==> src/rtl/regarb_pkg.sv <==
// regarb_pkg: shared definitions for the register-file write arbiter.
//   - regarb_state_e : arbiter state encoding (EMPTY / HELD / FORCE)
//   - ZERO_REG       : hard-wired zero register index; writes to it are dropped
//   - WAIT_W         : width of the starvation wait counter
package regarb_pkg;

  typedef enum logic [1:0] {
    EMPTY = 2'd0,
    HELD  = 2'd1,
    FORCE = 2'd2
  } regarb_state_e;

  localparam int ZERO_REG = 0;
  localparam int WAIT_W   = 8;

endpackage

==> src/rtl/regarb_hold_buf.sv <==
// regarb_hold_buf: single-entry {addr, data} holding register for a parked
// mult/div result.
//   clock, reset : clock, synchronous active-high reset
//   clr          : synchronous clear (entry consumed or discarded)
//   ld           : load ld_addr/ld_data and mark valid
//   vld          : entry occupied
//   addr, data   : parked destination and value
module regarb_hold_buf #(
  parameter int WIDTH  = 32,
  parameter int ADDR_W = 5
) (
  input  logic              clock,
  input  logic              reset,
  input  logic              clr,
  input  logic              ld,
  input  logic [ADDR_W-1:0] ld_addr,
  input  logic [WIDTH-1:0]  ld_data,
  output logic              vld,
  output logic [ADDR_W-1:0] addr,
  output logic [WIDTH-1:0]  data
);

  // Clear wins over load; the arbiter never asserts both in one cycle.
  always_ff @(posedge clock) begin
    if (reset || clr) begin
      vld  <= 1'b0;
      addr <= '0;
      data <= '0;
    end else if (ld) begin
      vld  <= 1'b1;
      addr <= ld_addr;
      data <= ld_data;
    end
  end

endmodule

==> src/rtl/regfile_write_arbiter.sv <==
// regfile_write_arbiter: shares the register-file write port between the
// writeback stage (priority, zero latency) and the mult/div unit (valid/ready).
// One mult/div result is parked; after STARVE_LIMIT blocked cycles a one-cycle
// pipeline stall forces it out.
//
// Ports:
//   clock, reset                 : clock, synchronous active-high reset
//   wb_we, wb_addr, wb_data      : writeback write request
//   md_valid, md_addr, md_data   : mult/div result (md_ready handshake)
//   md_ready                     : result accepted this cycle
//   rf_we, rf_addr, rf_data      : register-file write port
//   pipe_stall                   : freeze pipeline; writeback is replayed next cycle
//   md_pending, md_pending_addr  : parked result present / its destination (0 if none)
//
// Build option: define REGARB_WAW_SQUASH_EN to drop a parked result when the
// writeback stage writes the same register while it is parked.
module regfile_write_arbiter
  import regarb_pkg::*;
#(
  parameter int WIDTH        = 32,
  parameter int ADDR_W       = 5,
  parameter int STARVE_LIMIT = 4
) (
  input  logic              clock,
  input  logic              reset,
  input  logic              wb_we,
  input  logic [ADDR_W-1:0] wb_addr,
  input  logic [WIDTH-1:0]  wb_data,
  input  logic              md_valid,
  input  logic [ADDR_W-1:0] md_addr,
  input  logic [WIDTH-1:0]  md_data,
  output logic              md_ready,
  output logic              rf_we,
  output logic [ADDR_W-1:0] rf_addr,
  output logic [WIDTH-1:0]  rf_data,
  output logic              pipe_stall,
  output logic              md_pending,
  output logic [ADDR_W-1:0] md_pending_addr
);

  localparam logic [ADDR_W-1:0] ZR       = ADDR_W'(ZERO_REG);
  localparam logic [WAIT_W-1:0] WAIT_TOP = WAIT_W'(STARVE_LIMIT - 1);

  regarb_state_e     state, state_n;
  logic [WAIT_W-1:0] wait_cnt, wait_n;
  logic              buf_ld, buf_clr, buf_vld;
  logic [ADDR_W-1:0] buf_addr;
  logic [WIDTH-1:0]  buf_data;
  logic              wb_eff;

  assign wb_eff = wb_we && (wb_addr != ZR);

  regarb_hold_buf #(.WIDTH(WIDTH), .ADDR_W(ADDR_W)) u_hold (
    .clock   (clock),
    .reset   (reset),
    .clr     (buf_clr),
    .ld      (buf_ld),
    .ld_addr (md_addr),
    .ld_data (md_data),
    .vld     (buf_vld),
    .addr    (buf_addr),
    .data    (buf_data)
  );

  always_ff @(posedge clock) begin
    if (reset) begin
      state    <= EMPTY;
      wait_cnt <= '0;
    end else begin
      state    <= state_n;
      wait_cnt <= wait_n;
    end
  end

  always_comb begin
    state_n    = state;
    wait_n     = wait_cnt;
    buf_ld     = 1'b0;
    buf_clr    = 1'b0;
    md_ready   = 1'b0;
    pipe_stall = 1'b0;
    rf_we      = wb_eff;
    rf_addr    = wb_addr;
    rf_data    = wb_data;
    case (state)
      EMPTY: begin
        md_ready = 1'b1;
        // A result for r0 is accepted and silently dropped.
        if (md_valid && (md_addr != ZR)) begin
          buf_ld  = 1'b1;
          wait_n  = '0;
          state_n = HELD;
        end
      end
      HELD: begin
        if (!wb_eff) begin
          rf_we   = 1'b1;
          rf_addr = buf_addr;
          rf_data = buf_data;
          buf_clr = 1'b1;
          wait_n  = '0;
          state_n = EMPTY;
        end
`ifdef REGARB_WAW_SQUASH_EN
        // Younger writeback overwrites the same register: parked value is stale.
        else if (wb_addr == buf_addr) begin
          buf_clr = 1'b1;
          wait_n  = '0;
          state_n = EMPTY;
        end
`endif
        else if (wait_cnt == WAIT_TOP) begin
          state_n = FORCE;
        end else begin
          wait_n = wait_cnt + WAIT_W'(1);
        end
      end
      FORCE: begin
        // Writeback is frozen and replayed next cycle, so the port is ours.
        pipe_stall = 1'b1;
        rf_we      = 1'b1;
        rf_addr    = buf_addr;
        rf_data    = buf_data;
        buf_clr    = 1'b1;
        wait_n     = '0;
        state_n    = EMPTY;
      end
      default: begin
        state_n = EMPTY;
        wait_n  = '0;
      end
    endcase
    if (reset) begin
      md_ready   = 1'b0;
      rf_we      = 1'b0;
      pipe_stall = 1'b0;
    end
  end

  assign md_pending      = buf_vld && !reset;
  assign md_pending_addr = md_pending ? buf_addr : ZR;

endmodule

==> config.mk <==
export PLATFORM = sky130hd
export DESIGN_NAME = regfile_write_arbiter
export DESIGN_NICKNAME = d
export VERILOG_FILES = /design/src/rtl/regarb_pkg.sv /design/src/rtl/regarb_hold_buf.sv /design/src/rtl/regfile_write_arbiter.sv
export SDC_FILE = /design/constraint.sdc
export NUM_CORES = 1
export LEC_CHECK = 0
export ABC_AREA = 1
export BUFFER_PORTS_ARGS = -buffer_cell sky130_fd_sc_hd__buf_2
export CORE_ASPECT_RATIO = 0.7
export CORE_UTILIZATION = 47
export CTS_CLUSTER_DIAMETER = 80
export CTS_CLUSTER_SIZE = 25
export DETAILED_ROUTE_END_ITERATION = 16
export PLACE_DENSITY = 0.8
export SLEW_MARGIN = 20
export SYNTH_ARGS = -nofsm -noshare
export SYNTH_HDL_FRONTEND = slang
export SYNTH_SLANG_ARGS = --single-unit
==> constraint.sdc <==
create_clock -name clock -period 2 [get_ports clock]
set_input_delay 0.3 -clock clock [delete_from_list [all_inputs] [get_ports clock]]
set_output_delay 0.3 -clock clock [all_outputs]
set_load 0.02 [all_outputs]
## After elaboration in Yosys (flattened, before gate mapping)

Index checks and enable logic that the tools add are counted.

- Word-level logic and storage cells: 46
- Register bits: 48
- Output and inout bits: 46

- Mux-type cells: 23
- Reductions and logical operators: 11
- $add $sub $neg: 1
- Equal/unequal tests: 6

Operators by type and width:

| cell | count |
|---|---|
| $pmux W32 S2 | 1 |
| $mux W32 | 1 |
| $mux W8 | 3 |
| $pmux W8 S2 | 1 |
| $mux W5 | 2 |
| $pmux W5 S2 | 1 |
| $reduce_bool A5 Y1 | 2 |
| $mux W1 | 9 |
| $add A8 B1 Y8 const B | 1 |
| $eq A8 B2 Y1 const B | 1 |
| $mux W2 | 3 |
| $ne A3 B3 Y1 const B | 2 |
| $pmux W2 S2 | 1 |
| $reduce_and A2 Y1 | 2 |
| $logic_and A1 B1 Y1 | 3 |
| $eq A2 B1 Y1 const B | 1 |
| $eq A2 B2 Y1 const B | 1 |
| $logic_not A2 Y1 | 1 |
| $ne A2 B2 Y1 const B | 1 |
| $pmux W1 S2 | 1 |
| $reduce_or A2 Y1 | 1 |
| $logic_not A1 Y1 | 1 |
| $logic_or A1 B1 Y1 | 1 |

## Logic depth before layout (Yosys ltp)

- Depth after elaboration: 5
- Mapped depth: 10
- Depth with buffers taken out: 8

## Cells and area by module

From an unflattened synthesis, not the netlist that was laid out.

- Cell total of the unflattened synthesis: 484
- Area total of the unflattened synthesis: 2866.5 µm²

Modules (own cells, without submodules):

| module | instances | seq. area each (µm²) | cells an instance | area an instance (µm²) |
|---|---|---|---|---|
| regarb_hold_buf | 1 | 760.7 | 237 | 1554.0 |
| regfile_write_arbiter | 1 | 200.2 | 247 | 1312.5 |

## Worst setup path before layout

No wires, ideal clock.

- Path kind: reg2out
- From: reg state[1]
- To: out rf_data[10]
- Cell stages (with the launch flop): 8
- Buffers on the path: 1
- Arrival: 1.413 ns
- Slack: 0.287 ns
- Cell sequence: dfxtp_1 -> inv_1 -> ha_1 -> nand3_1 -> nand2_2 -> buf_2 -> nand2_1 -> nand2_1

- Cells in the longest elaborated chain, start to end: 2
- Elaborated cells on any way between the ends: 3

RTL lines:

| what | RTL line | text |
|---|---|---|
| start, declared | regfile_write_arbiter.sv:44 | `regarb_state_e state, state_n;` |
| start signal, assigned | regfile_write_arbiter.sv:70 | `state <= state_n;` |
| $eq A2 B2 Y1 or $eq A2 B1 Y1 (tied branches) | regfile_write_arbiter.sv:85 | `case (state)` |
| $pmux W32 S2 (*) | regfile_write_arbiter.sv:85 |  |
| end, declared | regfile_write_arbiter.sv:35 | `output logic [WIDTH-1:0] rf_data,` |

Mark *: on every way between the ends. The rest lies on a longest branch, timed or not.

## Worst setup path in the final report

- From: reg state[1]
- To: out rf_data[2]

Same word-level chain as after synthesis.

==> impl_results.md <==
* Rows at 22
* Routed Antenna Nets at 0
* Slew headroom at 70.34%
* Post-synthesis average cell area at about 6.6 sq um
* WHS at 0.2382 ns
* Initial core utilization at around half
* Area of the multi-input gates at 1548 sq um
* Power, Total at 2.308 mW
* Net count, final at 621
* Critical path depth at 8
* Seq pwr share at 45.1%
* Die ar. at 6114 sq um
* WL/cell at 12.70 um
* Req. time, crit path at 1.70 ns
* CP Launch Point: state[1]
* Crit-path max cell delay at about 0.35 ns
* N_diodes at 0
* Internal power at 1.562 mW
* Slew Viols, Final at 0
* Root Driver: clkbuf_8
* Synth Warn # at 0
* Pwr Density at 629.2 nW/um^2
* Initial antenna violation count at 0
* Clock transition at the registers of the reported paths at around 0.090 ns
* Critical Path End Type: output port
* Synth Area in Adders at 1.836%
* Synth Area in Simple Gates at about two fifths
* Synth Area in Compound Gates at 12.30%
* H-tree levels at 2
* CP arrival at roughly 1.6 ns
* R2R Path End: wait_cnt[1]
* Vias at 3074
* CTS buffer count at 5
* TritonCTS Sinks at 48
* Area delta synth->final at 34.51%
* Min-delay worst type: primary input to flip-flop
* Synthesized area at 2726 sq um
* CP max-delay cell: dfxtp_2
* Actual transition at the worst max-transition pin at 0.4439 ns
* DRC Markers at 0
* Share of layout cells above drive strength 1 at 34.63%
* CTS tree: built
* Final GP Congestion at 0.8277
* WP buf/inv at 3
* Final WL at around 7.8 mm
* # hold bufs at CTS at 0
* Cells after Synth at about 420
* Port Buffers at 123
* Seq cells post-synth at 48
* Fin cells at between 600 and 700
* Worst reg2reg setup slack at 0.36 ns
* DR iter-0 viols at 154
* Most frequent cells in the layout: nand2_1 (172), buf_2 (121), dfxtp_1 (46)
* Placed Area at about 3400 sq um
* Clk_lat worst skew at 0.30 ns
* Reg2Reg Depth at 7
* Vias/cell at about 5.0
* Finished Cell Area at about 3700 sq um
* Final Hold Viols at 0
* Mux contribution to synthesized area at 0%
* First-pass DRT Iterations at 5
* Via count of the first global-routing pass at 2689
* Post-synthesis sequential area ratio at 35.25%
* Most common cell after layout, fill and taps aside: nand2_1
* Sw Share at 32.29%
* Max clock buf depth at 2
* Critical path's top delay family: buffers and inverters
* Die Ht at approximately 66 um
* Detailed Place HPWL at 5.319 mm
* Post-synth cell types at 23
* Most used cell, CP: nand2_1
* Final period utilization at 96.46%
* Critical setup path kind: flip-flop to output port
* GRT overflow at 0
* Max IR drop VDD at 0.0003913 V
* Core area at 5423 sq um
* DP Cell Count at 598
* First-pass GRT wire length at about 12 mm
* CP Max Fanout at 9
* Status: completed
* Die width at about 93 um
* Seq. cell area at about 970 sq um
* Lkg Pwr at 1.826 nW
* Crit-path cells: inv_4 -> ha_4 -> nand3_2 -> nand2_4 -> clkbuf_16 -> nand2_1 -> nand2_1 -> buf_2
* Clock Power Share at 25.9%
* Worst Setup EP: rf_data[2]
* Largest family of logic cells by synthesized area: simple AND/OR/NAND/NOR gates
* Gate power share at ~29%
* XOR/XNOR Fraction of Synth Area at 0.3212%
* Max-Cap Viols at 0
* Setup violators final at 0
* Post-Route Skew at 0.007925 ns
* Top Ports at 124
* Worst setup SP type: flip-flop
* Gr usage total at 24.21%
* Fin Setup TNS at 0 ns
* Max Fclk at 518.3 MHz
* Filler Cell Count at 487
* Largest net degree at the start of global routing at 39
* Min Clock Period, post-route at 1.929 ns
* Syn Nets at between 400 and 500
* Unrepaired setup endpoints after global routing: yes
* NetSw at 745.2 uW
* Reg-to-reg startpoint: wait_cnt[0]
==> kinds of logic after synthesis <==
kind of cell,Yosys count
XOR/XNOR,1
flip-flops,48
buffers and inverters,51
adder cells (fa/ha/maj),4
AND/OR/NAND/NOR,259
AO/OA/AOI/OAI,52
==> timing repair <==
item                       4_1_cts  5_1_grt
pin swaps                        0        3
gates resized for setup          9       16
setup buffers                    0        4
cloned                           0        2
setup endpoints to repair       38       38
==> cell usage after synthesis <==
cell,instances,share of area [%]
nor2_2,2,0.46
nand4_4,1,0.78
nand3_1,46,8.4
nand3b_1,2,0.55
a21oi_2,20,6.4
ha_1,4,1.8
buf_6,1,0.41
nor2_1,24,3.3
xor2_1,1,0.32
o21ai_0,7,1.3
nor2_4,1,0.41
nand2_2,4,0.92
nand2_1,172,24
buf_4,2,0.55
dfxtp_1,48,35
nand3_4,1,0.64
buf_12,2,1.5
clkbuf_1,6,0.83
nand2_4,2,0.83
a21oi_1,25,4.6
nand4_1,4,0.92
inv_1,27,3.7
buf_2,13,2.4
==> per-stage QoR <==
stage | worst slack (ns) | util, %
2_1_floorplan | 0.2873 | -
4_1_cts | 0.0008364 | 65.34
5_1_grt | -0.01451 | 67.63
6_report | 0.07078 | 67.63
3_5_place_dp | 0.1573 | 62.85
3_3_place_gp | 0.2213 | 62.85
==> metal layers <==
| layer | global-route usage, % | part of all wire [%] |
|---|---|---|
| met2 | 42.46 | 47 |
| met4 | 5.577 | 1.3 |
| met3 | 5.093 | 6.2 |
| met5 | 0 | 0 |
| met1 | 30.54 | 45 |
==> worst min-delay path, cell delays in order <==
cell and delay, ns:
buf_2 0.09, nand2_1 0.05, a21oi_1 0.05
==> final cells by class <==
| cell class | instances | share of cell area [%] |
|---|---|---|
| clock buffers | 7 | 2.354 |
| clock inverters | 1 | 0.2047 |
| inverters | 27 | 2.832 |
| multi-input cells | 316 | 42.20 |
| flip-flops and latches | 48 | 26.34 |
| well taps | 72 | 2.456 |
| repair buffers | 141 | 23.61 |
==> how the worst min path moves through the flow <==
stage,slack (ns),end,cells past startpoint,startpoint
after floorplan,0.44,u_hold.vld,2,u_hold.vld
after global placement,0.45,u_hold.data[12],2,u_hold.data[12]
after detailed placement,0.46,u_hold.data[17],2,u_hold.data[17]
after CTS,0.23,u_hold.data[12],3,md_data[12]
after global routing,0.24,u_hold.data[15],3,md_data[15]
final,0.24,u_hold.data[12],3,md_data[12]
==> sequential cells by signal (all words and copies together) (netlist names) <==
name / cells
u_hold.addr: 5
u_hold.data: 32
u_hold.vld: 1
wait_cnt: 8
state: 2
==> power by group through the flow <==
stage          registers [mW]  logic (mW)  clock network [mW]
3_3_place_gp             1.06       0.596                   0
2_1_floorplan            1.05       0.398                   0
4_1_cts                  1.04       0.619               0.612
5_1_grt                  1.05       0.732               0.665
3_5_place_dp             1.06       0.604                   0
6_report                 1.04       0.669               0.597
Note: power is estimated with default switching activity, not from simulation.
